$ cat config.mk
export PLATFORM = sky130hd
export DESIGN_NAME = uart_rx_os
export DESIGN_NICKNAME = d
export VERILOG_FILES = /design/src/rtl/uart_rx_os.sv
export SDC_FILE = /design/constraint.sdc
export NUM_CORES = 1
export LEC_CHECK = 0
export CORE_MARGIN = 5
export CORE_UTILIZATION = 30
export CTS_CLUSTER_DIAMETER = 80
export CTS_CLUSTER_SIZE = 40
export DETAILED_ROUTE_END_ITERATION = 16
export GPL_TIMING_DRIVEN = 0
export SYNTH_ARGS = -nofsm -noshare
export SYNTH_HDL_FRONTEND = slang
export SYNTH_SLANG_ARGS = --single-unit
$ cat constraint.sdc
create_clock -name clk -period 2.8 [get_ports clk]
set_input_delay 0.56 -clock clk [delete_from_list [all_inputs] [get_ports clk]]
set_output_delay 0.56 -clock clk [all_outputs]
set_load 0.005 [all_outputs]
$ cat src/rtl/uart_rx_os.sv
// uart_rx_os: oversampling 8N1 UART receiver with majority-vote bit decisions
// Ports:
//   clk            system clock
//   rst            asynchronous active-high reset
//   rxd            raw serial input, idle high, LSB first
//   rxd_data_ready one-cycle strobe when a valid byte is latched
//   rxd_data       last valid byte, held until the next one
//   frame_err      one-cycle strobe when the stop bit samples low
//   rxd_idle       high while the receiver is waiting for a start edge
module uart_rx_os #(
    parameter int CLK_HZ     = 50000000,
    parameter int BAUD       = 9600,
    parameter int OVERSAMPLE = 16
) (
    input  logic       clk,
    input  logic       rst,
    input  logic       rxd,
    output logic       rxd_data_ready,
    output logic [7:0] rxd_data,
    output logic       frame_err,
    output logic       rxd_idle
);
    localparam int DIV = (CLK_HZ + BAUD * OVERSAMPLE / 2) / (BAUD * OVERSAMPLE);
    localparam int TW  = $clog2(DIV + 1);
    localparam int SW  = $clog2(OVERSAMPLE);
    localparam int M   = OVERSAMPLE / 2;
    localparam logic [TW-1:0] RELOAD  = TW'(DIV - 1);
    localparam logic [SW-1:0] SC_LAST = SW'(OVERSAMPLE - 1);
    localparam logic [SW-1:0] SC_A    = SW'(M - 1);
    localparam logic [SW-1:0] SC_B    = SW'(M);
    localparam logic [SW-1:0] SC_C    = SW'(M + 1);

    typedef enum logic [2:0] {IDLE, START, DATA, STOP, BREAK} state_t;

    state_t        state_q, state_d;
    logic [2:0]    sync_q;
    logic [TW-1:0] cnt_q, cnt_d;
    logic [SW-1:0] sc_q, sc_d, sn;
    logic [2:0]    idx_q, idx_d;
    logic [7:0]    sh_q, sh_d, data_q, data_d;
    logic [1:0]    smp_q, smp_d;
    logic          rdy_q, rdy_d, ferr_q, ferr_d;
    logic          rs, fall, tick, maj, mid, wrap;

    // sync_q[1] is the synchronised line; sync_q[2] is its previous value for edge detection
    assign rs   = sync_q[1];
    assign fall = sync_q[2] & ~sync_q[1];
    assign tick = cnt_q == '0;
    // sn is the sample index this tick lands on, so samples straddle the bit centre
    assign sn   = (sc_q == SC_LAST) ? '0 : sc_q + 1'b1;
    assign maj  = (smp_q[0] & smp_q[1]) | (smp_q[0] & rs) | (smp_q[1] & rs);
    assign mid  = tick && sn == SC_C;
    assign wrap = tick && sc_q == SC_LAST;

    always_comb begin
        state_d = state_q;
        cnt_d   = (tick || (state_q == IDLE && fall)) ? RELOAD : cnt_q - 1'b1;
        sc_d    = tick ? sn : sc_q;
        idx_d   = idx_q;
        sh_d    = sh_q;
        smp_d   = smp_q;
        data_d  = data_q;
        rdy_d   = 1'b0;
        ferr_d  = 1'b0;
        if (tick && sn == SC_A) smp_d[0] = rs;
        if (tick && sn == SC_B) smp_d[1] = rs;
        case (state_q)
            IDLE: begin
                sc_d  = '0;
                idx_d = '0;
                if (fall) state_d = START;
            end
            START: begin
                if (mid && maj) state_d = IDLE;
                else if (wrap) state_d = DATA;
            end
            DATA: begin
                if (mid) sh_d[idx_q] = maj;
                if (wrap) begin
                    idx_d = idx_q + 1'b1;
                    if (idx_q == 3'd7) state_d = STOP;
                end
            end
            STOP: begin
                if (mid) begin
                    if (maj) begin
                        data_d  = sh_q;
                        rdy_d   = 1'b1;
                        state_d = IDLE;
                    end else begin
                        ferr_d  = 1'b1;
                        sc_d    = '0;
                        state_d = BREAK;
                    end
                end
            end
            BREAK: begin
                // sc counts consecutive high ticks; any low tick restarts the bit period
                sc_d = tick ? (rs ? sn : '0) : sc_q;
                if (tick && rs && sc_q == SC_LAST) state_d = IDLE;
            end
            default: state_d = IDLE;
        endcase
    end

    always_ff @(posedge clk or posedge rst) begin
        if (rst) begin
            sync_q  <= 3'b111;
            state_q <= IDLE;
            cnt_q   <= '0;
            sc_q    <= '0;
            idx_q   <= '0;
            sh_q    <= '0;
            smp_q   <= '0;
            data_q  <= '0;
            rdy_q   <= 1'b0;
            ferr_q  <= 1'b0;
        end else begin
            sync_q  <= {sync_q[1:0], rxd};
            state_q <= state_d;
            cnt_q   <= cnt_d;
            sc_q    <= sc_d;
            idx_q   <= idx_d;
            sh_q    <= sh_d;
            smp_q   <= smp_d;
            data_q  <= data_d;
            rdy_q   <= rdy_d;
            ferr_q  <= ferr_d;
        end
    end

    assign rxd_data_ready = rdy_q;
    assign rxd_data       = data_q;
    assign frame_err      = ferr_q;
    assign rxd_idle       = state_q == IDLE;
endmodule

==> impl_metrics.xml, run 1 <==
<?xml version="1.0" encoding="UTF-8"?>
<metrics>
  <group name="status">
    <metric name="outcome" unit="">completed</metric>
  </group>
  <group name="routing">
    <metric name="drc_viols" unit="">0</metric>
    <metric name="dr.pass1.iters" unit="">4</metric>
    <metric name="wirelength" unit="um">3900</metric>
    <metric name="route.vias.total" unit="">1431</metric>
    <metric name="wire_per_inst" unit="um">12.8</metric>
    <metric name="drt_first_iter_violations" unit="">124</metric>
    <metric name="antenna_violating_nets_post_route" unit="">0</metric>
    <metric name="vias_per_cell" unit="">4.71</metric>
  </group>
  <group name="critical_path">
    <metric name="timing.critical_path.to_type" unit="">primary output</metric>
    <metric name="worst-path-max-fanout" unit="">10</metric>
    <metric name="critical-path-top-delay-family" unit="">buffers and inverters</metric>
    <metric name="reg2reg_setup_slack" unit="ps">490</metric>
    <metric name="combined_buffer_and_inverter_count_along_the_critical_path" unit="">2</metric>
    <metric name="timing.critical_path.cells" unit="">clkbuf_1, nor3_1, clkdlybuf4s50_1</metric>
    <metric name="critPathMaxStageDelay" unit="ps">600</metric>
    <metric name="critical_path.startpoint_type" unit="">flop</metric>
    <metric name="path_class" unit="">flop to primary output</metric>
    <metric name="worstPathRequired" unit="ps">2240</metric>
    <metric name="timing.critical_path.slowest_stage_cell" unit="">clkdlybuf4s50_1</metric>
    <metric name="critPathArrivalTime" unit="ps">2070</metric>
  </group>
  <group name="synthesis">
    <metric name="synth.lib_cells_used.distinct" unit="">43</metric>
    <metric name="synth-async-reset-ratio" unit="%">100</metric>
    <metric name="syn-instance-count" unit="">186</metric>
    <metric name="edff_count_synth" unit="">0</metric>
    <metric name="syn_area_per_cell" unit="um2">11.4</metric>
    <metric name="yosys_register_bits" unit="">42</metric>
    <metric name="synthesis.area" unit="mm2">0.00213</metric>
    <metric name="synthFlopType" unit="">dfrtp_1</metric>
    <metric name="ys.warnings.count" unit="">0</metric>
    <metric name="syn_nets" unit="">197</metric>
    <metric name="ys_seq_area_share" unit="%">49.6</metric>
  </group>
  <group name="grt">
    <metric name="antenna_found_initial" unit="">0</metric>
    <metric name="grt_pass1_wl" unit="um">6870</metric>
    <metric name="via_count_of_the_first_global_routing_pass" unit="">1440</metric>
    <metric name="grtUsageTotal" unit="%">9.87</metric>
    <metric name="largest_net_degree_at_the_start_of_global_routing" unit="">23</metric>
    <metric name="grt-ovfl-total" unit="">0</metric>
  </group>
  <group name="finish">
    <metric name="drive_above_1_share" unit="%">18.8</metric>
    <metric name="final_util" unit="%">37.2</metric>
    <metric name="syn2layout_area_growth" unit="%">19.5</metric>
    <metric name="final_common_cell" unit="">dfrtp_1</metric>
    <metric name="num-nets-final" unit="">218</metric>
    <metric name="diodes" unit="">0</metric>
    <metric name="fillcell_total" unit="">705</metric>
    <metric name="final-instance-count-excl-fill" unit="">304</metric>
    <metric name="multiInputGateArea" unit="mm2">0.00101</metric>
    <metric name="final_cell_mix" unit="">39 x dfrtp_1, 16 x nor2_1, 13 x nand2_1, 13 x clkdlybuf4s50_1</metric>
    <metric name="ff_latch_area" unit="mm2">0.00105</metric>
  </group>
  <group name="clock_tree">
    <metric name="clkLatencyLatePin" unit="ps">300</metric>
    <metric name="cts.hold.buffers_added" unit="">0</metric>
    <metric name="post_cts.resized_instances" unit="">0</metric>
    <metric name="clkSinkCount" unit="">42</metric>
    <metric name="htreeDepth" unit="">2</metric>
    <metric name="number_of_clock_buffers_inserted_by_tritoncts" unit="">5</metric>
    <metric name="cts_tree" unit="">done</metric>
    <metric name="postCtsSetupBuffers" unit="">0</metric>
    <metric name="worst_case_clock_buffer_depth" unit="">2</metric>
    <metric name="clkSlewWorstSetupHoldPaths" unit="ps">80</metric>
    <metric name="clockRootBuffer" unit="">clkbuf_8</metric>
  </group>
  <group name="sta">
    <metric name="fin_tns_setup" unit="ps">0</metric>
    <metric name="slew-limit-headroom" unit="%">56.0</metric>
    <metric name="layout_worst_path_cycle_share" unit="%">94.0</metric>
    <metric name="fin_skew" unit="ps">6.07</metric>
    <metric name="fin_crit" unit="ps">2630</metric>
    <metric name="setup_repair_after_global_routing_missed_its_margin" unit="">false</metric>
    <metric name="timing_hold_violations_final" unit="">0</metric>
    <metric name="report.final.slew_viol_count" unit="">0</metric>
    <metric name="worst_slew_pin_slew" unit="ps">656</metric>
    <metric name="report.final.setup_viol" unit="">0</metric>
    <metric name="fmax" unit="GHz">0.380</metric>
    <metric name="final.setup.worst_slack" unit="ps">168</metric>
  </group>
  <group name="power_and_ir_drop">
    <metric name="power_leakage" unit="nW">1.12</metric>
    <metric name="ir_drop" unit="V">0.000238</metric>
    <metric name="pwr_density_cell" unit="mW/mm2">594</metric>
  </group>
  <group name="placed_design">
    <metric name="dp_worst_setup_slack" unit="ps">496</metric>
    <metric name="place_inst" unit="">296</metric>
    <metric name="routabilityCongestion" unit="">0.780</metric>
    <metric name="hpwlAfterDp" unit="um">2780</metric>
    <metric name="buffer_ports.inserted" unit="">13</metric>
  </group>
  <group name="floorplan">
    <metric name="dieWidth" unit="um">94.2</metric>
    <metric name="placeableCoreArea" unit="mm2">0.00683</metric>
    <metric name="chipHeight" unit="um">94.2</metric>
    <metric name="io-pin-count" unit="">14</metric>
    <metric name="initial_core_util" unit="%">31.1</metric>
    <metric name="dieArea" unit="mm2">0.00887</metric>
    <metric name="core.rowCount" unit="">30</metric>
  </group>
  <group name="hold_path">
    <metric name="hold_path.class" unit="">flop to flop</metric>
  </group>
  <group name="run">
    <metric name="drv.max_cap_violation_count" unit="">0</metric>
  </group>
</metrics>
==> per-stage QoR <==
stage	total power [W]	instance area, um2	hold WS, ps
floorplan	0.000899	2130	345
global placement	0.000935	2380	346
detailed placement	0.000946	2400	348
CTS	0.00153	2540	361
global route	0.00159	2540	368
finish	0.00151	2540	360
==> final timing paths <==
| path | from | to | cells after the start |
|---|---|---|---|
| worst max-delay path | state_q[1]$_DFFE_PP0P_ | rxd_idle | 3 |
| worst min-delay path | sync_q[0]$_DFF_PP1_ | sync_q[1]$_DFF_PP1_ | 0 |
| worst max register to register | cnt_q[0]$_DFF_PP0_ | rxd_data[1]$_DFFE_PP0P_ | 9 |
| worst min register to register | sync_q[0]$_DFF_PP1_ | sync_q[1]$_DFF_PP1_ | 0 |
| max in group asynchronous | rst | smp_q[1]$_DFFE_PP0P_ | 3 |
| min in group asynchronous | rst | rxd_data_ready$_DFF_PP0_ | 2 |
==> registers in the layout, summed over array words and instances, names as in the netlist, 2 cells and up <==
signal	flops
sync_q	3
cnt_q	9
sc_q	4
state_q	3
rxd_data	8
sh_q	8
idx_q	3
smp_q	2
==> layer usage <==
layer	wire (um)	track usage, %
met1	1950	13.0
met2	1700	14.9
met3	161	2.48
met4	96	5.05
met5	0	0
==> cell type report <==
class,count,area share (%)
sequential,42,41.5
multi-input combinational,131,39.6
timing repair buffer,14,6.20
tap,96,4.73
clock buffer,5,2.71
clock inverter,3,2.71
buffer,5,1.33
inverter,8,1.18
==> where the power goes <==
group | internal, W | total, W | switching [W]
Sequential | 0.000675 | 0.000761 | 0.0000855
Clock | 0.000357 | 0.000579 | 0.000221
Combinational | 0.0000876 | 0.000171 | 0.0000829
Total | 0.00112 | 0.00151 | 0.000390
==> cells by family after synthesis <==
kind of cell             synth area share [%]
AO/OA/AOI/OAI                            9.48
XOR/XNOR                                 3.30
adder cells (fa/ha/maj)                  5.18
buffers and inverters                    3.00
flip-flops                               49.6
multiplexers                             10.9
AND/OR/NAND/NOR                          18.5
==> Yosys cell counts (all sizes together), types with 2 or more instances <==
cell type | number | area [um2]
dfrtp | 39 | 976
mux2 | 16 | 210
nor2 | 16 | 60.1
nand2 | 13 | 48.8
a22o | 8 | 70.1
ha | 8 | 100
inv | 8 | 30.0
o21ai | 8 | 40.0
nor3 | 7 | 35.0
xnor2 | 6 | 52.6
nand4 | 5 | 31.3
nand3 | 4 | 32.5
a21oi | 3 | 15.0
clkbuf | 3 | 11.3
dfstp | 3 | 78.8
nor2b | 3 | 18.8
nor3b | 3 | 22.5
o31ai | 3 | 22.5
a31oi | 2 | 12.5
and2 | 2 | 12.5
buf | 2 | 22.5
nand2b | 2 | 12.5
nor4 | 2 | 27.5
or3 | 2 | 12.5
or3b | 2 | 17.5
xor2 | 2 | 17.5
Power figures use the tool's default switching activity.
==> inputs of run 2 (changes only) <==
--- a/config.mk
+++ b/config.mk
@@ -5,6 +5,7 @@
 export SDC_FILE = /design/constraint.sdc
 export NUM_CORES = 1
 export LEC_CHECK = 0
+export CAP_MARGIN = 10
 export CORE_MARGIN = 5
 export CORE_UTILIZATION = 30
 export CTS_CLUSTER_DIAMETER = 80
@@ -14,3 +15,4 @@
 export SYNTH_ARGS = -nofsm -noshare
 export SYNTH_HDL_FRONTEND = slang
 export SYNTH_SLANG_ARGS = --single-unit
+export TNS_END_PERCENT = 5
==> results of run 2 <==
The final DEF is identical to that of run 1; final timing and power are the same.
